$ cat config.mk
export PLATFORM = sky130hd
export DESIGN_NAME = fp_multiplier_flat
export DESIGN_NICKNAME = d
export VERILOG_FILES = /design/src/rtl/fp32_pkg.sv /design/src/rtl/fp_multiplier_if.sv /design/src/rtl/fp_mul_round.sv /design/src/rtl/fp_multiplier.sv /design/src/flat_wrapper.sv
export SDC_FILE = /design/constraint.sdc
export NUM_CORES = 2
export LEC_CHECK = 0
export ABC_CLOCK_PERIOD_IN_PS = 11850
export BUFFER_PORTS_ARGS = -buffer_cell sky130_fd_sc_hd__buf_4
export CAP_MARGIN = 20
export CORE_MARGIN = 2
export CORE_UTILIZATION = 40
export CTS_BUF_LIST = sky130_fd_sc_hd__clkbuf_2 sky130_fd_sc_hd__clkbuf_4 sky130_fd_sc_hd__clkbuf_8
export CTS_CLUSTER_DIAMETER = 100
export DETAILED_ROUTE_END_ITERATION = 6
export PLACE_DENSITY_LB_ADDON = 0.12
export SLEW_MARGIN = 25
export SYNTH_ARGS = -nofsm -noshare
export SYNTH_HDL_FRONTEND = slang
export SYNTH_SLANG_ARGS = --single-unit
$ cat constraint.sdc
create_clock -name clk -period 11.85 [get_ports clk]
set_input_delay 1.7775 -clock clk [delete_from_list [all_inputs] [get_ports clk]]
set_output_delay 1.7775 -clock clk [all_outputs]
set_load 0.02 [all_outputs]
$ cat src/rtl/fp32_pkg.sv
// Shared binary32 definitions for the FP datapath units.
package fp32_pkg;

    localparam int EXP_W  = 8;
    localparam int FRAC_W = 23;
    localparam int BIAS   = 127;

    localparam logic signed [9:0] BIAS_S = 10'sd127;

    localparam logic [31:0] QNAN    = 32'h7FC0_0000;
    localparam logic [31:0] POS_INF = 32'h7F80_0000;

    typedef struct packed {
        logic              sign;
        logic [EXP_W-1:0]  exp;
        logic [FRAC_W-1:0] frac;
    } fp32_t;

    function automatic logic is_nan(input fp32_t x);
        return (x.exp == 8'hFF) && (x.frac != '0);
    endfunction

    function automatic logic is_inf(input fp32_t x);
        return (x.exp == 8'hFF) && (x.frac == '0);
    endfunction

    // Subnormals are flushed, so any zero exponent counts as zero.
    function automatic logic is_zero(input fp32_t x);
        return x.exp == '0;
    endfunction

endpackage

$ cat src/rtl/fp_multiplier_if.sv
// Operand/result bundle for the binary32 multiplier; no handshake.
interface fp_multiplier_if;
    logic [31:0] a;
    logic [31:0] b;
    logic [31:0] result;

    modport master (output a, output b, input  result);
    modport slave  (input  a, input  b, output result);
endinterface

$ cat src/rtl/fp_mul_round.sv
// Normalises a 48-bit mantissa product, rounds to nearest-even and saturates
// the exponent to signed infinity or flushed signed zero.
module fp_mul_round
    import fp32_pkg::*;
(
    input  logic [47:0]       prod,
    input  logic signed [9:0] exp_in,
    input  logic              sign,
    output logic [31:0]       word
);

    logic [23:0]       mant;
    logic [24:0]       mant_r;
    logic              g, r, s, inc;
    logic signed [9:0] e;
    logic [22:0]       frac;

    always_comb begin
        mant = '0;
        g    = 1'b0;
        r    = 1'b0;
        s    = 1'b0;
        e    = exp_in;
        if (prod[47]) begin
            mant = prod[47:24];
            g    = prod[23];
            r    = prod[22];
            s    = |prod[21:0];
            e    = exp_in + 10'sd1;
        end else begin
            mant = prod[46:23];
            g    = prod[22];
            r    = prod[21];
            s    = |prod[20:0];
        end

        inc    = g & (r | s | mant[0]);
        mant_r = {1'b0, mant} + {24'd0, inc};

        // Carry out of rounding leaves 1.000..., so only the exponent moves.
        if (mant_r[24]) begin
            e    = e + 10'sd1;
            frac = '0;
        end else begin
            frac = mant_r[22:0];
        end

        if (e >= 10'sd255)
            word = {sign, 8'hFF, 23'd0};
        else if (e <= 10'sd0)
            word = {sign, 31'd0};
        else
            word = {sign, e[7:0], frac};
    end

endmodule

$ cat src/rtl/fp_multiplier.sv
// Binary32 multiplier: classification, special-case mux, 24x24 mantissa
// multiply and a single output register (1-cycle latency, 1/cycle throughput).
module fp_multiplier
    import fp32_pkg::*;
(
    input  logic            clk,
    input  logic            rst_n,
    fp_multiplier_if.slave  bus
);

    fp32_t             fa, fb;
    logic              sgn;
    logic              a_nan, b_nan, a_inf, b_inf, a_zero, b_zero;
    logic [47:0]       prod;
    logic signed [9:0] exp_sum;
    logic [31:0]       rnd_word;
    logic [31:0]       nxt;
    logic [31:0]       result_q;

    assign fa  = bus.a;
    assign fb  = bus.b;
    assign sgn = fa.sign ^ fb.sign;

    assign a_nan  = is_nan(fa);
    assign b_nan  = is_nan(fb);
    assign a_inf  = is_inf(fa);
    assign b_inf  = is_inf(fb);
    assign a_zero = is_zero(fa);
    assign b_zero = is_zero(fb);

    assign prod = {24'd0, 1'b1, fa.frac} * {24'd0, 1'b1, fb.frac};

    // Ten signed bits hold ea+eb-127 plus two increments without wrapping.
    assign exp_sum = $signed({2'b00, fa.exp}) + $signed({2'b00, fb.exp}) - BIAS_S;

    fp_mul_round u_round (
        .prod   (prod),
        .exp_in (exp_sum),
        .sign   (sgn),
        .word   (rnd_word)
    );

    always_comb begin
        nxt = rnd_word;
        if (a_nan || b_nan)
            nxt = QNAN;
        else if ((a_inf && b_zero) || (b_inf && a_zero))
            nxt = QNAN;
        else if (a_inf || b_inf)
            nxt = {sgn, POS_INF[30:0]};
        else if (a_zero || b_zero)
            nxt = {sgn, 31'd0};
    end

    always_ff @(posedge clk) begin
        if (!rst_n)
            result_q <= '0;
        else
            result_q <= nxt;
    end

    assign bus.result = result_q;

endmodule

$ cat src/flat_wrapper.sv
// flat-port wrapper written by rule: the top's interface ports become plain ports
module fp_multiplier_flat import fp32_pkg::*;
  (clk, rst_n, bus_a, bus_b, bus_result);
  fp_multiplier_if bus_i ();
  input  logic clk;
  input  logic rst_n;
  input wire logic [$bits(bus_i.a)-1:0] bus_a;
  input wire logic [$bits(bus_i.b)-1:0] bus_b;
  output wire logic [$bits(bus_i.result)-1:0] bus_result;
  assign bus_i.a = bus_a;
  assign bus_i.b = bus_b;
  assign bus_result = bus_i.result;
  fp_multiplier u_core (.clk(clk), .rst_n(rst_n), .bus(bus_i));
endmodule
# Yosys cells after proc, flatten, opt, wreduce, memory -nomap -nowiden
# Cells that the tools add are included.
# op_classes
add_sub_neg,5
n_reduce_logical,20
mux,13
eq_ne,2
n_lt_le_gt_ge,2
n_mul,1
n_bitwise,5
# op_table
operator,count
two-way mux 31 bit,6
multiplier 24 x 24 -> 48 bit,1
zero test 23 bit,2
nonzero test 23 bit,2
adder 24 x 1 -> 25 bit,1
two-way mux 24 bit,1
two-way mux 23 bit,1
OR reduction 22 bit,1
OR reduction 21 bit,1
"adder 10 x 2 -> 10 bit, second input constant",2
two-way mux 10 bit,2
"== test 8 bit, second input constant",2
zero test 8 bit,2
">= comparator 10 x 9 -> 1 bit, second input constant",1
"<= comparator 10 x 1 -> 1 bit, second input constant",1
"subtractor 10 x 8 -> 10 bit, second input constant",1
adder 8 x 8 -> 9 bit,1
OR reduction 8 bit,1
logical AND 1 bit,6
logical OR 1 bit,4
two-way mux 1 bit,3
OR reduction 3 bit,1
bitwise OR 1 bit,2
AND 1 bit,1
other kinds (2),2
# totals
wordCells,51
output_inout_bits,32
register_bits,32
in_bits,66

# Depth between registers and ports, before layout
# logic_depth
ltp_word,15
depth_mapped,40
mapped_depth_nobuf,34

# Modules after synthesis
# A second synthesis with hierarchy kept.
# hier_totals
cells_unflattened,2683
hier_area_um2,23015.8
# modules_own_cells
module,cells_per_inst,area_per_inst_um2,seq_area_each_um2,instances
fp_multiplier,2345,20593.5,640.6,1
fp_mul_round,338,2422.3,0.0,1

# Worst setup path before layout
# Ideal clock, no wire load.
# synth_timing
path_type,input port to flip-flop
from,in bus_b[3]
to,reg u_core.result_q[15] (netlist: u_core.bus.result[15])
n_path_buf,6
setup_slack_ns,0.993
setup_ns,0.121
stages,40
arrival_time_ns,10.736
cell_sequence,clkbuf_1 nand2_1 fa_1 inv_1 fa_1 inv_1 fa_1 inv_1 fa_1 inv_1 fa_1 inv_1 fa_1 inv_1 fa_1 inv_1 ha_1 buf_2 [... 4 more ...] a221oi_4 a21oi_1 clkbuf_1 nor2_1 clkbuf_1 clkbuf_1 nand2_1 o21ai_0 ha_1 nand2_1 a2111oi_4 nand4_4 nor2_4 o2111ai_1 a2111oi_2 a211oi_4 buf_6 a21boi_2
# synth_between
elab_chain_cells,10
word_cells_on_any_way,25
classes_between,add/sub: 2; mul: 1; order compare: 2; mux: 6; bitwise: 3; reduce/logical: 11
# synth_lines
item,line,rtl
from (decl),flat_wrapper.sv:8,input wire logic [$bits(bus_i.b)-1:0] bus_b;
multiplier 24 x 24 -> 48 bit,fp_multiplier.sv:31,"assign prod = {24'd0, 1'b1, fa.frac} * {24'd0, 1'b1, fb.frac};"
OR reduction 22 bit or OR reduction 21 bit (tied branches),"fp_mul_round.sv:28, fp_mul_round.sv:34",
two-way mux 1 bit,fp_mul_round.sv:24,if (prod[47]) begin
bitwise OR 1 bit (2 in series),fp_mul_round.sv:37,inc = g & (r | s | mant[0]);
AND 1 bit,fp_mul_round.sv:37,
adder 24 x 1 -> 25 bit,fp_mul_round.sv:38,"mant_r = {1'b0, mant} + {24'd0, inc};"
two-way mux 10 bit,fp_mul_round.sv:41,if (mant_r[24]) begin
>= comparator 10 x 9 -> 1 bit or <= comparator 10 x 1 -> 1 bit (tied branches),"fp_mul_round.sv:48, fp_mul_round.sv:50",
OR reduction 8 bit (no line),n/a,
to (signal assigned),fp_multiplier.sv:59,result_q <= nxt;
to (decl),fp_multiplier.sv:18,logic [31:0] result_q;
# Parallel ways exist; a longest one is shown, timed or not.
# A chain may end at the register's enable or synchronous reset.

# Worst setup path after layout
# layout_timing
from,in bus_b[12]
to,reg u_core.result_q[7] (netlist: u_core.bus.result[7])
# The elaborated chain is that of the path after synthesis.

==> flow_metrics.py <==
metrics = {
    "outcome": {
        "status": "finished, final reports clean",
    },
    "global_route": {
        "track_usage_pct": 24.4,
        "grt_antenna_before_repair": 2,
        "grt_pass1_wl_um": 113000,
        "grt_start_max_net_pins": 26,
        "grt_pass1_vias": 19617,
        "grt_overflow": 0,
    },
    "clocking": {
        "cts_tree": "done",
        "cts.path.max_buffers": 2,
        "cts.hold.buffers_added": 0,
        "cts_setup_buffers": 0,
        "cts_resized": 0,
        "htreeDepth": 2,
        "clock-root-buffer": "clkbuf_8",
        "cts_buffers": 5,
        "cts.sink_count": 32,
        "clk_pin_slew_ns": 0.08,
    },
    "sta": {
        "max_freq_mhz": 89.4,
        "worst_slew_pin_slew_ns": 0.841,
        "drv_slew": 0,
        "tns_ns": 0,
        "fin_crit_sh_pct": 94.4,
        "rsz0062_at_grt": "false",
        "finalSetupViolCount": 0,
        "fin_crit_ns": 11.19,
        "setup_ws_ns": 0.660,
        "finalHoldViolCount": 0,
        "max_slew_margin_pct": 43.6,
    },
    "floorplanning": {
        "row_count": 87,
        "die_height_um": 242,
        "ios": 98,
        "core_area_mm2": 0.0563,
        "dieArea_mm2": 0.0588,
        "die_w_um": 242,
        "start_util_pct": 40.4,
    },
    "yosys": {
        "yosysTopAreaCellShare_pct": 42.5,
        "synth_edf_count": 0,
        "async_reset_ff_share_pct": 0,
        "syn_avg_cell_area_um2": 8.46,
        "yosys-top-cells-area": "fa_1 43%, ha_1 10%, inv_1 9.8%",
        "yosysUniqueCellTypes": 91,
        "yosysSeqAreaShare_pct": 2.82,
        "synth_fp_nets": 3421,
        "ys_warn_count": 0,
        "synth_seq_cells": 32,
        "synth.largest_area_cell": "fa_1",
        "synth_cells": 2687,
        "syn_area_mm2": 0.0227,
        "ys.flop_type": "dfxtp_1",
    },
    "setup_path": {
        "critPathLaunchType": "input pin",
        "endpoint_kind": "flip-flop",
        "path_max_fanout": 22,
        "cp.arrival_ns": 11.40,
        "worst_path_max_delay_cell": "a211oi_4",
        "cp_data_required_time_ns": 12.06,
        "slowest_delay_ns": 0.66,
        "crit_type": "input pin to flip-flop",
    },
    "placement": {
        "dp_slack_ns": 0.388,
        "dp_hpwl_um": 57300,
        "place.gp.congestion": 0.878,
        "dp.cells": 3433,
        "portBuffers": 97,
    },
    "min_path": {
        "hold_path.class": "input pin to flip-flop",
        "holdPathEnd": "u_core.bus.result[31]$_SDFF_PP0_",
        "hold-path-cell-count": 4,
        "holdCritStartpoint": "bus_a[31]",
    },
    "routing": {
        "first_pass_iters": 5,
        "drt_iter0_drc": 1151,
        "drt_wl_total_um": 69500,
        "vias": 17993,
        "wl_per_cell_um": 20.2,
        "via_per_inst": 5.23,
        "drc": 0,
        "ant_nets": 0,
    },
    "layout": {
        "diodes": 0,
        "largest_register_ffs": 32,
        "final_nets": 3418,
        "fin_cells": 3440,
        "fillers": 5693,
        "drive_gt1_share_pct": 6.37,
        "synthToLayoutAreaGrowth_pct": 6.16,
    },
    "job": {
        "drv_cap": 0,
    },
}
-- kinds of logic (layout without fill, tap and decap cells) --
family,after synthesis,after routing,share of synthesized area [%]
buf+inv,729,726,12.3
flops,32,32,2.82
mux,9,9,0.407
simple gates,879,879,19.5
compound gates,283,283,8.73
xor+xnor,87,87,3.51
fa+ha+maj,668,668,52.7
-- cell usage after synthesis (11+ instances only) --
cell,instances
and3_1,14
nor3_1,29
a21boi_0,12
nand2_1,348
o21a_1,11
o21ai_0,61
dfxtp_1,32
nand3_1,30
xor2_1,40
nand4_1,34
buf_2,24
nor4_1,24
a21o_1,17
a21oi_1,73
fa_1,483
and2_1,257
ha_1,185
nor2_1,89
xnor2_1,44
inv_1,595
clkbuf_1,101
-- metrics by stage --
| step | utilization, % | hold slack [ns] | area, um^2 |
|---|---|---|---|
| after detailed placement | 42.7 | 2.06 | 24000 |
| after CTS | 42.9 | 1.74 | 24100 |
| after global placement | 42.7 | 2.05 | 24000 |
| final | 42.9 | 1.73 | 24100 |
| after floorplan | - | 1.95 | 22700 |
| after global routing | 42.9 | 1.77 | 24100 |
-- cells in the final DEF, fill, tap and decap left out, types with 4 or more instances in the layout --
| cell type | netlist | layout |
|---|---|---|
| a211oi_1 | 5 | 5 |
| a21boi_0 | 12 | 12 |
| a21boi_1 | 4 | 4 |
| a21boi_2 | 4 | 4 |
| a21o_1 | 17 | 17 |
| a21oi_1 | 73 | 73 |
| a21oi_2 | 4 | 4 |
| a22oi_1 | 5 | 5 |
| a31oi_1 | 9 | 9 |
| and2_1 | 257 | 257 |
| and3_1 | 14 | 14 |
| and4_1 | 9 | 9 |
| buf_4 | 1 | 121 |
| clkbuf_8 | 0 | 7 |
| dfxtp_1 | 32 | 32 |
| fa_1 | 483 | 483 |
| ha_1 | 185 | 185 |
| inv_1 | 595 | 595 |
| mux2i_1 | 7 | 7 |
| nand2_1 | 348 | 348 |
| nand3_1 | 30 | 30 |
| nand4_1 | 34 | 34 |
| nor2_1 | 89 | 89 |
| nor2b_1 | 7 | 7 |
| nor3_1 | 29 | 29 |
| nor4_1 | 24 | 23 |
| o2111ai_1 | 6 | 6 |
| o211ai_1 | 5 | 5 |
| o21a_1 | 11 | 11 |
| o21ai_0 | 61 | 61 |
| o21ai_1 | 8 | 8 |
| o21bai_1 | 5 | 5 |
| o31ai_1 | 5 | 5 |
| or3_1 | 9 | 9 |
| xnor2_1 | 44 | 44 |
| xor2_1 | 40 | 40 |
-- metal layers --
metal / GRT usage (%) / vias to the layer above / routed length (um)
li1: - / 8197 / -
met1: 34.4 / 9141 / 31300
met2: 39.5 / 576 / 31500
met3: 3.20 / 77 / 4560
met4: 6.88 / 2 / 2050
met5: 0 / - / 13
-- how the worst max path moves through the flow --
stage / slack, ns / end / depth (start not counted) / from
global route: 0.09 / u_core.bus.result[7]$_SDFF_PP0_ / 34 / bus_b[8]
global placement: 0.49 / u_core.bus.result[7]$_SDFF_PP0_ / 34 / bus_b[12]
CTS: 0.57 / u_core.bus.result[7]$_SDFF_PP0_ / 34 / bus_b[12]
floorplan: 0.99 / u_core.bus.result[15]$_SDFF_PP0_ / 40 / bus_b[3]
finish: 0.66 / u_core.bus.result[7]$_SDFF_PP0_ / 31 / bus_b[12]
detailed placement: 0.39 / u_core.bus.result[7]$_SDFF_PP0_ / 34 / bus_b[12]
-- critical path, delay by kind of cell --
family                     cells  cell delay (ns)
adders and majority gates      8             3.91
buffers and inverters          8             0.85
xor gates and xnor gates       1             0.28
and+or+nand+nor                6             1.31
AOI/OAI and AO/OA              8             3.24
-- layout make-up --
cell class,count,area (um^2),share of cell area [%]
Clock buffer,7,96.3,0.399
Inverter,598,2240,9.30
Multi-Input combinational cell,1926,19300,80.0
Sequential cell,32,641,2.65
Tap cell,756,946,3.92
Timing Repair Buffer,121,908,3.76
Power is not shown: default switching activity piles up to over one toggle a cycle in this logic, so the estimate is an artifact.
